==> src/rtl/tiny_dnn_pkg.sv <==
// Shared encodings and constants for the tiny_dnn_core command scheduler.
package tiny_dnn_pkg;

    localparam logic [1:0] OP_WRITE = 2'b00;
    localparam logic [1:0] OP_INIT  = 2'b01;
    localparam logic [1:0] OP_EXEC  = 2'b10;
    localparam logic [1:0] OP_READ  = 2'b11;

    // Cycles an EXEC waits for any busy bit before assuming an empty exec.
    localparam int WAIT_RISE_MAX = 4;

    // Core select field inside the core address.
    localparam int BANK_LSB = 9;
    localparam int BANK_W   = 4;

    typedef enum logic [2:0] {
        IDLE      = 3'd0,
        ISSUE     = 3'd1,
        WAIT_RISE = 3'd2,
        WAIT_BUSY = 3'd3,
        RD_CAP    = 3'd4,
        RSP       = 3'd5
    } state_e;

endpackage

==> src/rtl/tiny_dnn_cmd_fifo.sv <==
// Command FIFO with occupancy output; ready deasserts when full, with no
// write-through bypass even if a pop happens in the same cycle.
module tiny_dnn_cmd_fifo #(
    parameter  int DEPTH = 4,
    parameter  int WIDTH = 8,
    localparam int PW    = $clog2(DEPTH),
    localparam int LW    = PW + 1
) (
    input  logic             clk,
    input  logic             rst_n,
    input  logic             push_valid_i,
    output logic             push_ready_o,
    input  logic [WIDTH-1:0] push_data_i,
    input  logic             pop_i,
    output logic [WIDTH-1:0] head_o,
    output logic             empty_o,
    output logic [LW-1:0]    level_o
);

    logic [WIDTH-1:0] mem_q [DEPTH];
    logic [PW-1:0]    wr_ptr_q;
    logic [PW-1:0]    rd_ptr_q;
    logic [LW-1:0]    level_q;
    logic             push_s;
    logic             pop_s;

    assign push_ready_o = (level_q != LW'(DEPTH));
    assign empty_o      = (level_q == LW'(0));
    assign push_s       = push_valid_i & push_ready_o;
    assign pop_s        = pop_i & ~empty_o;
    assign head_o       = mem_q[rd_ptr_q];
    assign level_o      = level_q;

    // Storage, pointers (wrap naturally at power-of-two depth) and level.
    always_ff @(posedge clk or negedge rst_n) begin
        if (!rst_n) begin
            wr_ptr_q <= PW'(0);
            rd_ptr_q <= PW'(0);
            level_q  <= LW'(0);
            for (int i = 0; i < DEPTH; i++) begin
                mem_q[i] <= WIDTH'(0);
            end
        end else begin
            if (push_s) begin
                mem_q[wr_ptr_q] <= push_data_i;
                wr_ptr_q        <= wr_ptr_q + PW'(1);
            end
            if (pop_s) begin
                rd_ptr_q <= rd_ptr_q + PW'(1);
            end
            case ({push_s, pop_s})
                2'b10:   level_q <= level_q + LW'(1);
                2'b01:   level_q <= level_q - LW'(1);
                default: level_q <= level_q;
            endcase
        end
    end

endmodule

==> src/rtl/tiny_dnn_sched.sv <==
// Command scheduler for the tiny_dnn_core array: FIFO-buffered commands become
// one-cycle strobes gated on array busy; reads return via valid/ready.
// Optional exec cycle counter enabled by TINY_DNN_SCHED_PERF_EN.
module tiny_dnn_sched
    import tiny_dnn_pkg::*;
#(
    parameter int F_NUM = 16,
    parameter int DEPTH = 4,
    parameter int AW    = 13,
    parameter int DW    = 16
) (
    input  logic                   S_AXI_ACLK,
    input  logic                   S_AXI_ARESETN,
    input  logic                   cmd_valid,
    output logic                   cmd_ready,
    input  logic [1:0]             cmd_op,
    input  logic [AW-1:0]          cmd_addr,
    input  logic [DW-1:0]          cmd_data,
    output logic                   core_write,
    output logic                   core_read,
    output logic                   core_init,
    output logic                   core_exec,
    output logic [AW-1:0]          core_a,
    output logic [DW-1:0]          core_d,
    input  logic [F_NUM-1:0]       core_busy,
    input  logic [F_NUM*DW-1:0]    core_w,
    output logic                   rsp_valid,
    input  logic                   rsp_ready,
    output logic [DW-1:0]          rsp_data,
    output logic [$clog2(DEPTH):0] q_level
`ifdef TINY_DNN_SCHED_PERF_EN
    ,
    output logic [31:0]            exec_cycles
`endif
);

    localparam int CW   = 2 + AW + DW;
    localparam int RC_W = $clog2(WAIT_RISE_MAX);

    logic [CW-1:0]     fifo_in_s;
    logic [CW-1:0]     fifo_head_s;
    logic              fifo_empty_s;
    logic              pop_s;
    logic              busy_any_s;

    state_e            state_q, state_d;
    logic [1:0]        op_q, op_d;
    logic [AW-1:0]     addr_q, addr_d;
    logic [DW-1:0]     data_q, data_d;
    logic [BANK_W-1:0] bank_q, bank_d;
    logic [RC_W-1:0]   rise_cnt_q, rise_cnt_d;
    logic              write_q, write_d;
    logic              read_q, read_d;
    logic              init_q, init_d;
    logic              exec_q, exec_d;
    logic [AW-1:0]     core_a_q, core_a_d;
    logic [DW-1:0]     core_d_q, core_d_d;
    logic              rsp_valid_q, rsp_valid_d;
    logic [DW-1:0]     rsp_data_q, rsp_data_d;

    assign fifo_in_s  = {cmd_op, cmd_addr, cmd_data};
    assign busy_any_s = |core_busy;

    tiny_dnn_cmd_fifo #(
        .DEPTH (DEPTH),
        .WIDTH (CW)
    ) u_fifo (
        .clk          (S_AXI_ACLK),
        .rst_n        (S_AXI_ARESETN),
        .push_valid_i (cmd_valid),
        .push_ready_o (cmd_ready),
        .push_data_i  (fifo_in_s),
        .pop_i        (pop_s),
        .head_o       (fifo_head_s),
        .empty_o      (fifo_empty_s),
        .level_o      (q_level)
    );

    // Next-state and registered-output computation for the dispatch FSM.
    always_comb begin
        state_d     = state_q;
        op_d        = op_q;
        addr_d      = addr_q;
        data_d      = data_q;
        bank_d      = bank_q;
        rise_cnt_d  = rise_cnt_q;
        write_d     = 1'b0;
        read_d      = 1'b0;
        init_d      = 1'b0;
        exec_d      = 1'b0;
        core_a_d    = core_a_q;
        core_d_d    = core_d_q;
        rsp_valid_d = rsp_valid_q;
        rsp_data_d  = rsp_data_q;
        pop_s       = 1'b0;

        case (state_q)
            IDLE: begin
                if (!fifo_empty_s && !busy_any_s) begin
                    pop_s                   = 1'b1;
                    {op_d, addr_d, data_d}  = fifo_head_s;
                    state_d                 = ISSUE;
                end else begin
                    state_d = IDLE;
                end
            end
            ISSUE: begin
                // Hold off if busy rose between the pop and the strobe.
                if (busy_any_s) begin
                    state_d = ISSUE;
                end else begin
                    core_a_d   = addr_q;
                    core_d_d   = data_q;
                    rise_cnt_d = RC_W'(0);
                    case (op_q)
                        OP_WRITE: begin
                            write_d = 1'b1;
                            state_d = IDLE;
                        end
                        OP_INIT: begin
                            init_d  = 1'b1;
                            state_d = IDLE;
                        end
                        OP_EXEC: begin
                            exec_d  = 1'b1;
                            state_d = WAIT_RISE;
                        end
                        OP_READ: begin
                            read_d  = 1'b1;
                            bank_d  = addr_q[BANK_LSB +: BANK_W];
                            state_d = RD_CAP;
                        end
                        default: state_d = IDLE;
                    endcase
                end
            end
            WAIT_RISE: begin
                if (busy_any_s || (rise_cnt_q == RC_W'(WAIT_RISE_MAX - 1))) begin
                    state_d = WAIT_BUSY;
                end else begin
                    rise_cnt_d = rise_cnt_q + RC_W'(1);
                end
            end
            WAIT_BUSY: begin
                if (!busy_any_s) begin
                    state_d = IDLE;
                end else begin
                    state_d = WAIT_BUSY;
                end
            end
            RD_CAP: begin
                rsp_data_d  = core_w[bank_q*DW +: DW];
                rsp_valid_d = 1'b1;
                state_d     = RSP;
            end
            RSP: begin
                if (rsp_ready) begin
                    rsp_valid_d = 1'b0;
                    state_d     = IDLE;
                end else begin
                    state_d = RSP;
                end
            end
            default: state_d = IDLE;
        endcase
    end

    // FSM state, head latch and registered strobe/response outputs.
    always_ff @(posedge S_AXI_ACLK or negedge S_AXI_ARESETN) begin
        if (!S_AXI_ARESETN) begin
            state_q     <= IDLE;
            op_q        <= 2'b00;
            addr_q      <= AW'(0);
            data_q      <= DW'(0);
            bank_q      <= BANK_W'(0);
            rise_cnt_q  <= RC_W'(0);
            write_q     <= 1'b0;
            read_q      <= 1'b0;
            init_q      <= 1'b0;
            exec_q      <= 1'b0;
            core_a_q    <= AW'(0);
            core_d_q    <= DW'(0);
            rsp_valid_q <= 1'b0;
            rsp_data_q  <= DW'(0);
        end else begin
            state_q     <= state_d;
            op_q        <= op_d;
            addr_q      <= addr_d;
            data_q      <= data_d;
            bank_q      <= bank_d;
            rise_cnt_q  <= rise_cnt_d;
            write_q     <= write_d;
            read_q      <= read_d;
            init_q      <= init_d;
            exec_q      <= exec_d;
            core_a_q    <= core_a_d;
            core_d_q    <= core_d_d;
            rsp_valid_q <= rsp_valid_d;
            rsp_data_q  <= rsp_data_d;
        end
    end

    assign core_write = write_q;
    assign core_read  = read_q;
    assign core_init  = init_q;
    assign core_exec  = exec_q;
    assign core_a     = core_a_q;
    assign core_d     = core_d_q;
    assign rsp_valid  = rsp_valid_q;
    assign rsp_data   = rsp_data_q;

`ifdef TINY_DNN_SCHED_PERF_EN
    logic [31:0] exec_cycles_q;

    // Saturating count of cycles spent waiting on an exec; cleared by init.
    always_ff @(posedge S_AXI_ACLK or negedge S_AXI_ARESETN) begin
        if (!S_AXI_ARESETN) begin
            exec_cycles_q <= 32'h0000_0000;
        end else if (init_q) begin
            exec_cycles_q <= 32'h0000_0000;
        end else if (((state_q == WAIT_RISE) || (state_q == WAIT_BUSY)) &&
                     (exec_cycles_q != 32'hFFFF_FFFF)) begin
            exec_cycles_q <= exec_cycles_q + 32'h0000_0001;
        end
    end

    assign exec_cycles = exec_cycles_q;
`endif

endmodule

==> config.mk <==
export PLATFORM = sky130hd
export DESIGN_NAME = tiny_dnn_sched
export DESIGN_NICKNAME = d
export VERILOG_FILES = /design/src/rtl/tiny_dnn_pkg.sv /design/src/rtl/tiny_dnn_cmd_fifo.sv /design/src/rtl/tiny_dnn_sched.sv
export SDC_FILE = /design/constraint.sdc
export NUM_CORES = 1
export LEC_CHECK = 0
export BUFFER_PORTS_ARGS = -buffer_cell sky130_fd_sc_hd__buf_4
export CAP_MARGIN = 15
export CORE_MARGIN = 2
export CORE_UTILIZATION = 47
export CTS_CLUSTER_DIAMETER = 100
export CTS_CLUSTER_SIZE = 16
export DETAILED_ROUTE_END_ITERATION = 7
export HOLD_SLACK_MARGIN = 0.12
export PLACE_DENSITY = 0.76
export SETUP_SLACK_MARGIN = 0.4
export SYNTH_ARGS = -nofsm -noshare
export SYNTH_HDL_FRONTEND = slang
export SYNTH_SLANG_ARGS = --single-unit
==> constraint.sdc <==
create_clock -name S_AXI_ACLK -period 2.2 [get_ports S_AXI_ACLK]
set_input_delay 0 -clock S_AXI_ACLK [delete_from_list [all_inputs] [get_ports S_AXI_ACLK]]
set_output_delay 0 -clock S_AXI_ACLK [all_outputs]
set_load 0.01 [all_outputs]
==> summary.txt <==
Die
  – Die Height: ~160 um
  – Die width: approximately 160 um
  – Core region area: between 20000 and 25000 um^2
  – Cell Rows: 56
  – Initial Utilization: 47.8%
  – Boundary pin count: approximately 360
  – Die area: about 25000 um^2

CTS
  – H-tree Lvls: 1
  – Clock Path Buffers: 3
  – Worst-Skew Late Latency: 490 ps
  – # clock sinks: between 200 and 250
  – Clock root cell: clkbuf_16
  – Clock transition at the registers of the reported paths: around 80 ps
  – TritonCTS clock tree: built
  – Clock buffer count from CTS: 17

Setup path
  – WS Path Type: reg2reg
  – R2R Setup Slk: 50 ps
  – Crit path from: state_q[1]$_DFFE_PN0P_
  – Worst Path Required: approximately 2600 ps
  – Crit start category: register
  – Crit-path max FO: 2
  – Critical Path AT: 2550 ps
  – RR Startpoint: state_q[1]$_DFFE_PN0P_
  – Reg-to-reg endpoint: u_fifo.level_o[2]$_DFFE_PN0P_
  – Critical Path Sink Type: register
  – Worst r2r path cells: 9

Final layout
  – Fin nets: about 1700
  – Fillers: 1252
  – Layout cell share with drive strength beyond 1: 55.5%
  – Layout area overhead: 65.5%

Job
  – Max cap viols: 0

Power and ir drop
  – Tot Pwr: around 0.014 W
  – Sw Pwr: just under 0.004 W
  – Max IR drop VDD: between 0.7 and 0.8 mV
  – P_int: 0.00964 W
  – Lkg Pwr: ~8.4 nW
  – Seq pwr share: 45.2%
  – Sw Ratio: between 20% and 30%
  – Comb pwr share: 33.6%
  – Clock power frac: a little over a fifth
  – Power Density: roughly 730 nW/um^2

Synth
  – EDFF count, synth: 0
  – FFs w/ async S/R, synth: 100%
  – Post-Syn Instances: about 740
  – Syn nets: ~1100
  – Main synth FF type: dfrtp_1
  – Seq/Total Area, Yosys: 49.3%
  – Seq cells post-synth: 221
  – Netlist Area Pre-Place: roughly 11000 um^2
  – Yosys warns: 0
  – Synthesized area per cell: around 15 um^2
  – Distinct cells, synth: 46

Detailed routing
  – Pre-Repair DR Iteration Count: 8
  – DR WL/cell: around 29 um
  – WL final: 49800 um
  – Routed vias: approximately 10000
  – Number of remaining DRC errors: 0
  – DRT iter0 DRCs: about 1000
  – ANT nets after route: 0
  – Vias per cell: approximately 6.1

STA
  – Max Freq: between 400 and 500 MHz
  – Hold Violations, Final: 0
  – Worst hold slack: around 120 ps
  – Clk_skew: 18.3 ps
  – Fin. max-slew vios: 0
  – RSZ-0062 raised after global routing: true
  – Fin crit share: between 90% and 100%
  – Max-slew headroom at the worst pin: a little under three fifths
  – Final Critical Period: 2150 ps
  – Slew @ Worst Pin: 648 ps
  – Final setup fails: 0
  – Setup TNS: 0 ps
  – Setup WS post-layout: 46.1 ps

Placement
  – Dpl ws: between 100 and 150 ps
  – Post-DP HPWL: 25800 um
  – Number of buffers added on ports: 360
  – Routability cong.: 0.852

Min path
  – HP Start: core_w[153]
  – Min-delay worst type: in2reg
  – Hold Path Depth: 5
  – Hold Path Sink: rsp_data[9]$_DFFE_PN0P_

GRT
  – Vias in the first global route: 10300
  – GRT overflow: 0
  – Pin count of the biggest net entering global routing: between 70 and 80
  – First-pass GRT wire length: roughly 61000 um
  – Gr usage total: 32.9%
  – Initial antenna violation count: 14

Status
  – Outcome: finished, final reports clean
[stage by stage]
stage	std cells	util (%)	cell area [um^2]
after floorplan	736	-	11300
after global placement	1397	62.1	14600
after detailed placement	1397	62.1	14600
after CTS	1674	75.3	17700
after global routing	1722	79.1	18600
final	1725	79.1	18600
[cell usage after synthesis, types with 7 or more instances]
master / instances / share of area, %
a221oi_1: 13 / 1.0
a22oi_1: 17 / 1.1
buf_1: 18 / 0.60
buf_2: 14 / 0.62
buf_4: 7 / 0.47
clkbuf_1: 16 / 0.54
dfrtp_1: 221 / 49
inv_1: 8 / 0.27
mux2_1: 26 / 2.6
mux2_2: 178 / 18
mux2i_1: 31 / 2.8
mux4_2: 82 / 16
nand2_1: 25 / 0.84
o21ai_0: 19 / 0.85
[cells by family after synthesis]
family / synth area share [%]
AOI/OAI and AO/OA: 3.78
DFF: 49.3
buffers and inverters: 2.50
muxes: 39.7
adders and majority gates: 0.847
and+or+nand+nor: 3.46
xor gates and xnor gates: 0.468
[power by group through the flow]
stage,logic [W],clock network (W),registers [W]
2_1_floorplan,0.00234,0,0.00591
3_3_place_gp,0.00354,0,0.00602
3_5_place_dp,0.00364,0,0.00609
4_1_cts,0.00405,0.00291,0.00602
5_1_grt,0.00480,0.00306,0.00623
6_report,0.00454,0.00287,0.00611
[routing by layer]
| metal | up-vias | part of all wire (%) | global-route usage (%) |
|---|---|---|---|
| li1 | 4159 | - | - |
| met5 | - | 0.13 | 0 |
| met4 | 10 | 7.2 | 17.5 |
| met2 | 822 | 45 | 52.0 |
| met3 | 301 | 12 | 9.66 |
| met1 | 5203 | 36 | 41.2 |
[what timing repair did]
| action | 4_1_cts | 5_1_grt |
|---|---|---|
| pin swaps | 8 | 17 |
| endpoints found under the hold margin | 370 | 1 |
| setup endpoints to repair | 49 | 197 |
| hold buffers | 237 | 8 |
| gates cloned | 3 | 16 |
| setup buffers | 14 | 14 |
| gates resized for setup | 14 | 90 |
[flip-flops by register name (all words and copies together), names as in the netlist, 2 cells and up]
signal	cells
bank_q	4
state_q	3
u_fifo.mem_q	124
rsp_data	16
u_fifo.wr_ptr_q	2
u_fifo.rd_ptr_q	2
addr_q	13
data_q	16
u_fifo.level_o	3
core_d	16
core_a	13
rise_cnt_q	2
op_q	2
[layout make-up]
| type | instances | area (um^2) | share of cell area [%] |
|---|---|---|---|
| inverters | 8 | 30.0 | 0.162 |
| well taps | 319 | 399 | 2.15 |
| diodes | 14 | 35.0 | 0.189 |
| clock buffers | 22 | 454 | 2.44 |
| clock inverters | 1 | 8.76 | 0.0471 |
| flip-flops and latches | 221 | 5550 | 29.9 |
| multi-input cells | 452 | 5720 | 30.8 |
| repair buffers | 688 | 6390 | 34.4 |
[worst max-delay path by stage]
stage                                          endpoint  slack (ps)  depth (start not counted)
after detailed placement       rsp_data[15]$_DFFE_PN0P_         130                          5
after global routing      u_fifo.level_o[2]$_DFFE_PN0P_         0.5                          9
after CTS                 u_fifo.level_o[2]$_DFFE_PN0P_         290                          9
final                     u_fifo.level_o[2]$_DFFE_PN0P_          50                          9
after floorplan           u_fifo.level_o[2]$_DFFE_PN0P_          90                         10
after global placement         rsp_data[15]$_DFFE_PN0P_         200                          5
[placed cells by master (no fill, tap or decap), drive strengths merged, types with 2 or more instances in the layout]
cell type and n:
buf 431, dlygate4sd3 244, dfrtp 221, mux2 204, mux4 82, clkbuf 35, mux2i 31, nand2 25
o21ai 19, a22oi 17, diode 14, a221oi 13, inv 9, ha 6, nor2 6, nor4 5
xor2 4, nor2b 4, nor3 4, and3 3, o31ai 3, and3b 2, nor3b 2, nand3 2
a21oi 2, xnor2 2
[worst max-delay path: stages (launching register included)]
cell	delay (ps)
dfrtp_2	450
nor2_4	180
o31ai_4	110
nor3_4	250
ha_4	180
inv_2	40
fa_2	330
xor2_1	160
nor2_1	180
xor2_1	190
Power figures use the tool's default switching activity.
